## src/rtl/npu_axis_pkg.sv

```systemverilog
// Shared definitions for the NPU AXI4-Stream ingress path.
// Contents:
//   axis_in_state_t  - ingress FSM state encoding
//   pack_factor()    - elements packed per SRAM word
//   lane_idx_width() - width of the lane index, never below 1 bit
//   DEF_*            - default parameter values for the ingress block
package npu_axis_pkg;

  localparam int DEF_MAX_ADDR_WIDTH     = 13;
  localparam int DEF_DATA_WIDTH         = 8;
  localparam int DEF_SRAM_WIDTH_I       = 64;
  localparam int DEF_NUM_CHANNELS_WIDTH = $clog2(64 + 1);

  typedef enum logic [1:0] {
    ST_IDLE  = 2'd0,
    ST_RECV  = 2'd1,
    ST_FLUSH = 2'd2,
    ST_DONE  = 2'd3
  } axis_in_state_t;

  function automatic int pack_factor(input int sram_w, input int data_w);
    return sram_w / data_w;
  endfunction

  function automatic int lane_idx_width(input int pack);
    return (pack > 1) ? $clog2(pack) : 1;
  endfunction

endpackage

```

## src/rtl/axis_word_packer.sv

```systemverilog
// Packs stream elements into SRAM-width words, little-endian by lane
// (first element of a word lands in bits [DATA_WIDTH-1:0]).
// Ports:
//   s_axis_aclk / s_axis_aresetn - clock, async active-low reset
//   clear       - drop any partial word and restart at lane 0
//   beat_valid  - an element is accepted this cycle
//   beat_data   - the accepted element
//   beat_last   - the accepted element terminates the transfer
//   packed_word - word as it would be emitted this cycle (includes beat_data)
//   lane_full   - the current lane is the last lane of the word
//   word_emit   - packed_word must be written this cycle
module axis_word_packer
  import npu_axis_pkg::*;
#(
  parameter int DATA_WIDTH   = DEF_DATA_WIDTH,
  parameter int SRAM_WIDTH_I = DEF_SRAM_WIDTH_I
) (
  input  logic                    s_axis_aclk,
  input  logic                    s_axis_aresetn,
  input  logic                    clear,
  input  logic                    beat_valid,
  input  logic [DATA_WIDTH-1:0]   beat_data,
  input  logic                    beat_last,
  output logic [SRAM_WIDTH_I-1:0] packed_word,
  output logic                    lane_full,
  output logic                    word_emit
);

  localparam int PACK   = pack_factor(SRAM_WIDTH_I, DATA_WIDTH);
  localparam int LANE_W = lane_idx_width(PACK);

  logic [SRAM_WIDTH_I-1:0] lanes_q;
  logic [LANE_W-1:0]       lane_q;

  assign lane_full = (lane_q == LANE_W'(PACK - 1));
  assign word_emit = beat_valid & (lane_full | beat_last);

  // Lanes above lane_q are always zero in lanes_q, so a short final word
  // comes out zero-filled without extra masking.
  always_comb begin
    packed_word = lanes_q;
    for (int i = 0; i < PACK; i++) begin
      if (lane_q == LANE_W'(i)) begin
        packed_word[i*DATA_WIDTH +: DATA_WIDTH] = beat_data;
      end
    end
  end

  always_ff @(posedge s_axis_aclk or negedge s_axis_aresetn) begin
    if (!s_axis_aresetn) begin
      lanes_q <= '0;
      lane_q  <= '0;
    end else if (clear) begin
      lanes_q <= '0;
      lane_q  <= '0;
    end else if (beat_valid) begin
      if (word_emit) begin
        lanes_q <= '0;
        lane_q  <= '0;
      end else begin
        lanes_q <= packed_word;
        lane_q  <= lane_q + LANE_W'(1);
      end
    end
  end

endmodule

```

## src/rtl/axi_stream_input.sv

```systemverilog
// AXI4-Stream slave ingress: receives activation elements, packs them into
// SRAM words written from a programmable base address, then pulses
// input_done and reports beat count, channel count and framing errors.
// Ports:
//   s_axis_aclk / s_axis_aresetn       - clock, async active-low reset
//   s_axis_tdata/tvalid/tready/tlast   - stream slave handshake
//   s_axis_tuser                       - channel count, taken from first beat
//   sram_in_en/addr/data               - single-cycle SRAM write strobe
//   start_input, base_addr, in_size    - transfer arm and setup (IDLE only)
//   input_done                         - one-cycle completion pulse
//   recv_count, recv_channels          - status of last/current transfer
//   err_early_last, err_missing_last   - sticky framing errors
//
// state    | meaning
// ---------+-------------------------------------------------------------
// ST_IDLE  | waiting for start_input; tready low
// ST_RECV  | accepting beats; tready high
// ST_FLUSH | final word strobe on the SRAM port; tready low
// ST_DONE  | input_done high for this single cycle
module axi_stream_input
  import npu_axis_pkg::*;
#(
  parameter int MAX_ADDR_WIDTH     = DEF_MAX_ADDR_WIDTH,
  parameter int DATA_WIDTH         = DEF_DATA_WIDTH,
  parameter int SRAM_WIDTH_I       = DEF_SRAM_WIDTH_I,
  parameter int NUM_CHANNELS_WIDTH = DEF_NUM_CHANNELS_WIDTH
) (
  input  logic                          s_axis_aclk,
  input  logic                          s_axis_aresetn,
  input  logic [DATA_WIDTH-1:0]         s_axis_tdata,
  input  logic                          s_axis_tvalid,
  output logic                          s_axis_tready,
  input  logic                          s_axis_tlast,
  input  logic [NUM_CHANNELS_WIDTH-1:0] s_axis_tuser,
  output logic                          sram_in_en,
  output logic [MAX_ADDR_WIDTH-1:0]     sram_in_addr,
  output logic [SRAM_WIDTH_I-1:0]       sram_in_data,
  input  logic                          start_input,
  input  logic [MAX_ADDR_WIDTH-1:0]     base_addr,
  input  logic [MAX_ADDR_WIDTH-1:0]     in_size,
  output logic                          input_done,
  output logic [MAX_ADDR_WIDTH-1:0]     recv_count,
  output logic [NUM_CHANNELS_WIDTH-1:0] recv_channels,
  output logic                          err_early_last,
  output logic                          err_missing_last
);

  axis_in_state_t state_q, state_d;

  logic [MAX_ADDR_WIDTH-1:0] size_q;
  logic [MAX_ADDR_WIDTH-1:0] addr_ptr_q;
  logic [MAX_ADDR_WIDTH:0]   count_inc;
  logic                      start_ok;
  logic                      accept;
  logic                      at_size;
  logic                      term_beat;
  logic                      early_hit;
  logic                      missing_hit;
  logic [SRAM_WIDTH_I-1:0]   packed_word;
  logic                      lane_full;
  logic                      word_emit;

  assign accept = s_axis_tvalid & s_axis_tready;

  // One bit wider than the counter so the size compare cannot alias on wrap.
  assign count_inc   = {1'b0, recv_count} + (MAX_ADDR_WIDTH+1)'(1);
  assign at_size     = (count_inc == {1'b0, size_q});
  assign term_beat   = accept & (s_axis_tlast | at_size);
  assign early_hit   = accept & s_axis_tlast & (count_inc < {1'b0, size_q});
  assign missing_hit = accept & ~s_axis_tlast & at_size;

  axis_word_packer #(
    .DATA_WIDTH   (DATA_WIDTH),
    .SRAM_WIDTH_I (SRAM_WIDTH_I)
  ) u_packer (
    .s_axis_aclk    (s_axis_aclk),
    .s_axis_aresetn (s_axis_aresetn),
    .clear          (start_ok),
    .beat_valid     (accept),
    .beat_data      (s_axis_tdata),
    .beat_last      (term_beat),
    .packed_word    (packed_word),
    .lane_full      (lane_full),
    .word_emit      (word_emit)
  );

  always_ff @(posedge s_axis_aclk or negedge s_axis_aresetn) begin
    if (!s_axis_aresetn) begin
      state_q <= ST_IDLE;
    end else begin
      state_q <= state_d;
    end
  end

  always_comb begin
    state_d       = state_q;
    s_axis_tready = 1'b0;
    input_done    = 1'b0;
    start_ok      = 1'b0;
    case (state_q)
      ST_IDLE: begin
        if (start_input) begin
          start_ok = 1'b1;
          state_d  = (in_size == '0) ? ST_DONE : ST_RECV;
        end
      end
      ST_RECV: begin
        s_axis_tready = 1'b1;
        if (term_beat) begin
          state_d = ST_FLUSH;
        end
      end
      ST_FLUSH: begin
        state_d = ST_DONE;
      end
      ST_DONE: begin
        input_done = 1'b1;
        state_d    = ST_IDLE;
      end
      default: begin
        state_d = ST_IDLE;
      end
    endcase
  end

  always_ff @(posedge s_axis_aclk or negedge s_axis_aresetn) begin
    if (!s_axis_aresetn) begin
      size_q           <= '0;
      addr_ptr_q       <= '0;
      recv_count       <= '0;
      recv_channels    <= '0;
      err_early_last   <= 1'b0;
      err_missing_last <= 1'b0;
      sram_in_en       <= 1'b0;
      sram_in_addr     <= '0;
      sram_in_data     <= '0;
    end else begin
      sram_in_en   <= 1'b0;
      sram_in_addr <= '0;
      sram_in_data <= '0;

      if (start_ok) begin
        size_q           <= in_size;
        addr_ptr_q       <= base_addr;
        recv_count       <= '0;
        err_early_last   <= 1'b0;
        err_missing_last <= 1'b0;
      end

      if (accept) begin
        recv_count <= count_inc[MAX_ADDR_WIDTH-1:0];
        if (recv_count == '0) begin
          recv_channels <= s_axis_tuser;
        end
        if (early_hit) begin
          err_early_last <= 1'b1;
        end
        if (missing_hit) begin
          err_missing_last <= 1'b1;
        end
      end

      // Address pointer wraps naturally at 2^MAX_ADDR_WIDTH.
      if (word_emit) begin
        sram_in_en   <= 1'b1;
        sram_in_addr <= addr_ptr_q;
        sram_in_data <= packed_word;
        addr_ptr_q   <= addr_ptr_q + MAX_ADDR_WIDTH'(1);
      end
    end
  end

endmodule

```

## config.mk

```make
export PLATFORM = sky130hd
export DESIGN_NAME = axi_stream_input
export DESIGN_NICKNAME = d
export VERILOG_FILES = /design/src/rtl/npu_axis_pkg.sv /design/src/rtl/axis_word_packer.sv /design/src/rtl/axi_stream_input.sv
export SDC_FILE = /design/constraint.sdc
export NUM_CORES = 1
export LEC_CHECK = 0
export ABC_AREA = 1
export ABC_CLOCK_PERIOD_IN_PS = 4100
export BUFFER_PORTS_ARGS = -buffer_cell sky130_fd_sc_hd__buf_2
export CORE_MARGIN = 2
export CORE_UTILIZATION = 40
export DETAILED_ROUTE_END_ITERATION = 7
export GPL_TIMING_DRIVEN = 0
export PLACE_DENSITY_LB_ADDON = 0.1
export SETUP_SLACK_MARGIN = 0.05
export SKIP_LAST_GASP = 1
export SLEW_MARGIN = 20
export SYNTH_ARGS = -nofsm -noshare
export SYNTH_HDL_FRONTEND = slang
export SYNTH_SLANG_ARGS = --single-unit
```

## constraint.sdc

```tcl
create_clock -name s_axis_aclk -period 4.1 [get_ports s_axis_aclk]
set_clock_uncertainty 0.05 [all_clocks]
set_input_delay 0.41 -clock s_axis_aclk [delete_from_list [all_inputs] [get_ports s_axis_aclk]]
set_output_delay 0.41 -clock s_axis_aclk [all_outputs]
set_load 0.05 [all_outputs]
```

Yosys cells after proc, flatten, opt, wreduce, memory -nomap -nowiden --
Index checks and enable logic that the tools add are counted.
Storage, ports and cells: flip-flop bits (word level) 195, input port bits 46, output and inout port bits 102, word-level logic and storage cells 82
Cells by class: add/sub/neg operators 3, $lt $le $gt $ge 1, equality and inequality tests 13, multiplexer cells 35, bitwise logic cells 10, reduce and logical (&&, ||, !) cells 8
Operator list (number):
- two-way mux 64 bit | 4
- two-way mux 13 bit | 5
- two-way mux 8 bit | 8
- zero test 13 bit | 2
- adder 13 x 1 -> 14 bit, second input constant | 1
- equality test 14 x 13 -> 1 bit | 1
- < comparator 14 x 13 -> 1 bit | 1
- adder 13 x 1 -> 13 bit, second input constant | 1
- equality test 3 bit, second input constant | 4
- two-way mux 1 bit | 11
- two-way mux 3 bit | 3
- one-hot mux 2 bit (4 select lines) | 1
- AND 1 bit | 7
- equality test 3 x 2 -> 1 bit, second input constant | 2
- two-way mux 2 bit | 3
- equality test 2 bit, second input constant | 2
- AND reduction 2 bit | 2
- nonzero test 2 bit | 2
- adder 3 x 1 -> 3 bit, second input constant | 1
- equality test 3 x 1 -> 1 bit, second input constant | 1
- zero test 3 bit | 1
- equality test 2 x 1 -> 1 bit, second input constant | 1
- zero test 2 bit | 1
- != test 2 x 1 -> 1 bit, second input constant | 1
- other kinds (3) | 4

Logic depth before layout (Yosys ltp) --
depth in word-level cells 9, gate-level depth with buffers 20, depth with buffers taken out 20

Modules after synthesis --
Synthesis repeated with hierarchy kept, for this count alone.
Second synthesis, totals: cells, all modules 1169, area total of the unflattened synthesis 9316.4 um^2
Modules (own cells, without submodules):
- axi_stream_input | instances 1, cells an instance 650, area an instance 5730.5 um^2, sequential area each 3203.1 um^2
- axis_word_packer | instances 1, cells an instance 519, area an instance 3585.9 um^2, sequential area each 1676.6 um^2

Worst setup path after synthesis --
Ideal clock, no wire load.
path type reg-to-reg, from register recv_count[0], to register sram_in_addr[10], data arrival time 2.778 ns, required time 3.929 ns, slack 1.151 ns, stages on the path, launching flop included 20, path buffers 2, clock period less this slack 2.949 ns, cell sequence dfrtp_1 -> ha_1 -> nand2_1 -> nor2_1 -> nand3_1 -> nand2_1 -> inv_1 -> or2_2 -> inv_1 -> ha_1 -> inv_1 -> nor2_1 -> nand2_1 -> nor2_1 -> nand2_1 -> nand3_2 -> nand2_4 -> buf_6 -> buf_2 -> nor2_1
Between the ends: cells in the longest elaborated chain, start to end 7
RTL lines:
- start: declaration | line axi_stream_input.sv:42 | output logic [MAX_ADDR_WIDTH-1:0] recv_count,
- start signal: assignment | line axi_stream_input.sv:151 | recv_count <= count_inc[MAX_ADDR_WIDTH-1:0];
- adder 13 x 1 -> 14 bit | line axi_stream_input.sv:66 | assign count_inc = {1'b0, recv_count} + (MAX_ADDR_WIDTH+1)'(1);
- equality test 14 x 13 -> 1 bit | line axi_stream_input.sv:67 | assign at_size = (count_inc == {1'b0, size_q});
- OR 1 bit | line axi_stream_input.sv:68 | assign term_beat = accept & (s_axis_tlast | at_size);
- AND 1 bit | line axi_stream_input.sv:68
- OR 1 bit | line axis_word_packer.sv:36 | assign word_emit = beat_valid & (lane_full | beat_last);
- AND 1 bit | line axis_word_packer.sv:36
- two-way mux 13 bit | line axi_stream_input.sv:164 | if (word_emit) begin
- end signal: assignment | line axi_stream_input.sv:166 | sram_in_addr <= addr_ptr_q;
- end: declaration | line axi_stream_input.sv:36 | output logic [MAX_ADDR_WIDTH-1:0] sram_in_addr,
Every way passes these cells. A chain may end at the register's enable or synchronous reset.

Worst setup path in the final report --
from register recv_count[0], to register sram_in_addr[4]
The elaborated chain is that of the path after synthesis.

==> metrics <==
dpl ws 0.888 ns; Syn Std Cell Area 9510 um2; Yosys top cell area share 51.3%; H-Tree Depth 4; Ports 148; Post-DP Area 10700 um2; required time worst endpoint 4.37 ns; Cells after Synth 1186; DRT Pass-1 Iters 4; Synth cell types 31; total grt overflow 0; final setup vio count 0; VDD IR max 0.316 mV; Min-Delay Path Class in -> reg; Final Power 7.67 mW; final hold vios 0; flop2flop setup slack 0.89 ns; Via density 4.68; fin worst setup slack 0.892 ns; Mean Syn Cell Area 8.02 um2; WP data arrival 3.48 ns; switching pwr 3.27 mW; P_int 4.40 mW; Inserted Clock Buffers 17; Post-layout nets 1420; CTS tree yes; Vert. Die Dim 158 um; Fin Hold WS 0.133 ns; number of global-route vias before repair 7484; DP Cell Count 1646; Mapped Nets 1259; Worst-Margin Slew 0.756 ns; Routed WL 24100 um; non-filler cells, final 1679; Clock Power Share 23.2%; initial antenna violation count 0; switch share 42.7%; status finished clean; clock sink total 195; worst hold stages 2; Hold EP err_missing_last$_DFF_PN0_; share of cells above drive strength 1 14.9%; ranking of synthesized cells by area dfrtp_1, nand2_1, inv_1; largest stage delay on the critical path 0.48 ns; Buffers on Ports 139; R2R Path End sram_in_addr[4]$_DFF_PN0_; Final min period 3.21 ns; Detailed Route Iter0 Violations 425; RSZ-0062 raised after global routing false; Skew-Pair Late Insertion Delay 0.43 ns; DR DRC count 0; post-route cell area 11300 um2; reg2reg path depth 19; RePlAce Congestion 0.824; Setup TNS 0 ns; Crit Reg-Reg Startpoint recv_count[0]$_DFFE_PN0P_; Worst Setup Path Type reg -> reg; largest net degree at the start of global routing 88; clock buffer depth 2; Max Clk Rate 312 MHz; diode count 0; GRT Util Overall 20.0%; Final Cycle Share 78.3%; Seq pwr share 35.5%; Comb power frac 41.3%; via count 7857; Power Dens Cells 679 nW/um2; postcts setup bufs 0; Die W 158 um; max-cap violations 0; sequential area share after synthesis 51.3%; CP Max Fanout 10; Detail Placement HPWL 16900 um; ys async rst share 100%; Yosys reg bits 195; critical path startpoint category register; Hold Path Origin s_axis_tlast; DR WL/cell 14.3 um; final core utilization 48.3%; Area Overhead vs Synth 18.8%; Synth area leader dfrtp_1; Clock transition at path regs 0.08 ns; CTS root buffer clkbuf_16; Leakage 6.28 nW; row cnt 56; Slowest cell on crit path dfrtp_1; first-pass GRT wire length 39000 um; initial core utilization 40.6%; Critical Path, Cell by Cell ha_1 > nand2_1 > nor2_1 > nand3_1 > nand2_1 > inv_1 > or2_2 > inv_1 > ha_1 > inv_1 > nor2_1 > nand2_1 > nor2_1 > nand2_1 > nand3_2 > nand2_4 > buf_6 > buf_2 > nor2_1; core region area 23400 um2; Slew headroom 49.6%; die area 25000 um2; Fill cells 2427; post-route ant nets 0; Post-synth top flop dfrtp_1; Final Max Tran Viols 0; crit end category register; number of synthesized flops with an enable pin 0; Syn. warnings 0
how the worst max path moves through the flow:
| stage | from | slack [ns] | depth (start not counted) | endpoint |
|---|---|---|---|---|
| CTS | recv_count[0]$_DFFE_PN0P_ | 0.86 | 19 | sram_in_addr[4]$_DFF_PN0_ |
| finish | recv_count[0]$_DFFE_PN0P_ | 0.89 | 19 | sram_in_addr[4]$_DFF_PN0_ |
| floorplan | recv_count[0]$_DFFE_PN0P_ | 1.15 | 19 | sram_in_addr[10]$_DFF_PN0_ |
| global route | recv_count[0]$_DFFE_PN0P_ | 0.60 | 19 | addr_ptr_q[2]$_DFFE_PN0P_ |
| detailed placement | recv_count[0]$_DFFE_PN0P_ | 0.89 | 19 | sram_in_addr[8]$_DFF_PN0_ |
| global placement | s_axis_aresetn | -0.85 | 1 | recv_count[8]$_DFFE_PN0P_ |
sequential cells by signal, indices dropped and copies added (netlist names):
name              count
sram_in_data         64
u_packer.lanes_q     64
addr_ptr_q           13
recv_count           13
size_q               13
sram_in_addr         13
recv_channels         7
u_packer.lane_q       3
state_q               2
err_early_last        1
err_missing_last      1
sram_in_en            1
cells in the mapped netlist (2+ instances only):
cell type and number:
nor3_1 3, inv_1 208, nor4_1 3, clkbuf_2 6
buf_4 5, buf_6 3, o21a_1 48, o21ai_0 52
buf_2 10, o31ai_1 2, buf_1 11, clkbuf_1 31
a21oi_1 4, o211ai_1 2, nor2_1 107, xor2_1 13
nand3_1 38, dfrtp_1 195, nand2_1 335, ha_1 27
or2_2 2, nand4_1 72
layout make-up:
class | count | area (um2) | share of cell area, %
Buffer | 66 | 309 | 2.73
Tap cell | 319 | 399 | 3.53
Inverter | 209 | 785 | 6.94
Multi-Input combinational cell | 716 | 3540 | 31.3
Sequential cell | 195 | 4880 | 43.2
Timing Repair Buffer | 142 | 771 | 6.82
Clock buffer | 17 | 425 | 3.76
Clock inverter | 15 | 195 | 1.73
critical path: cells and delay by family, from the launching register on:
| kind | cells | cell delay, ns |
|---|---|---|
| DFF | 1 | 0.48 |
| adders and majority gates | 2 | 0.44 |
| and+or+nand+nor | 12 | 1.47 |
| buffers and inverters | 5 | 0.66 |
per-layer routing:
metal / track usage [%] / routed length, um / vias up
met3: 2.96 / 979 / 27
met4: 6.44 / 445 / 0
li1: - / - / 3990
met1: 28.2 / 11400 / 3677
met5: 0 / 0 / -
met2: 31.8 / 11300 / 163
placed cells by master, fill, tap and decap left out, types with 17 or more instances in the layout:
| cell type | count |
|---|---|
| buf_2 | 148 |
| clkbuf_1 | 31 |
| clkbuf_16 | 17 |
| dfrtp_1 | 195 |
| ha_1 | 27 |
| inv_1 | 208 |
| nand2_1 | 335 |
| nand3_1 | 38 |
| nand4_1 | 72 |
| nor2_1 | 107 |
| o21a_1 | 48 |
| o21ai_0 | 52 |
logic make-up (layout without fill, tap and decap cells):
kind of cell               Yosys count  count (layout)  share of synthesized area [%]
and+or+nand+nor                    564             564                           25.0
AOI/OAI and AO/OA                  111             111                           7.31
DFF                                195             195                           51.3
xor gates and xnor gates            14              14                           1.29
adders and majority gates           27              27                           3.55
buffers and inverters              275             449                           11.5
power by group through the flow:
stage / sequential (mW) / combinational, mW / clock, mW
2_1_floorplan: 3.07 / 2.04 / 0
3_3_place_gp: 2.75 / 3.16 / 0
3_5_place_dp: 2.76 / 3.21 / 0
4_1_cts: 2.72 / 3.22 / 1.82
5_1_grt: 2.79 / 3.64 / 1.89
6_report: 2.72 / 3.17 / 1.78
what timing repair did:
action                                  CTS  global route
endpoints found under the setup margin    0             0
resized for setup                         0             0
hold endpoints to repair                 34             0
hold buffers                              1             0
Note: power is estimated with default switching activity, not from simulation.
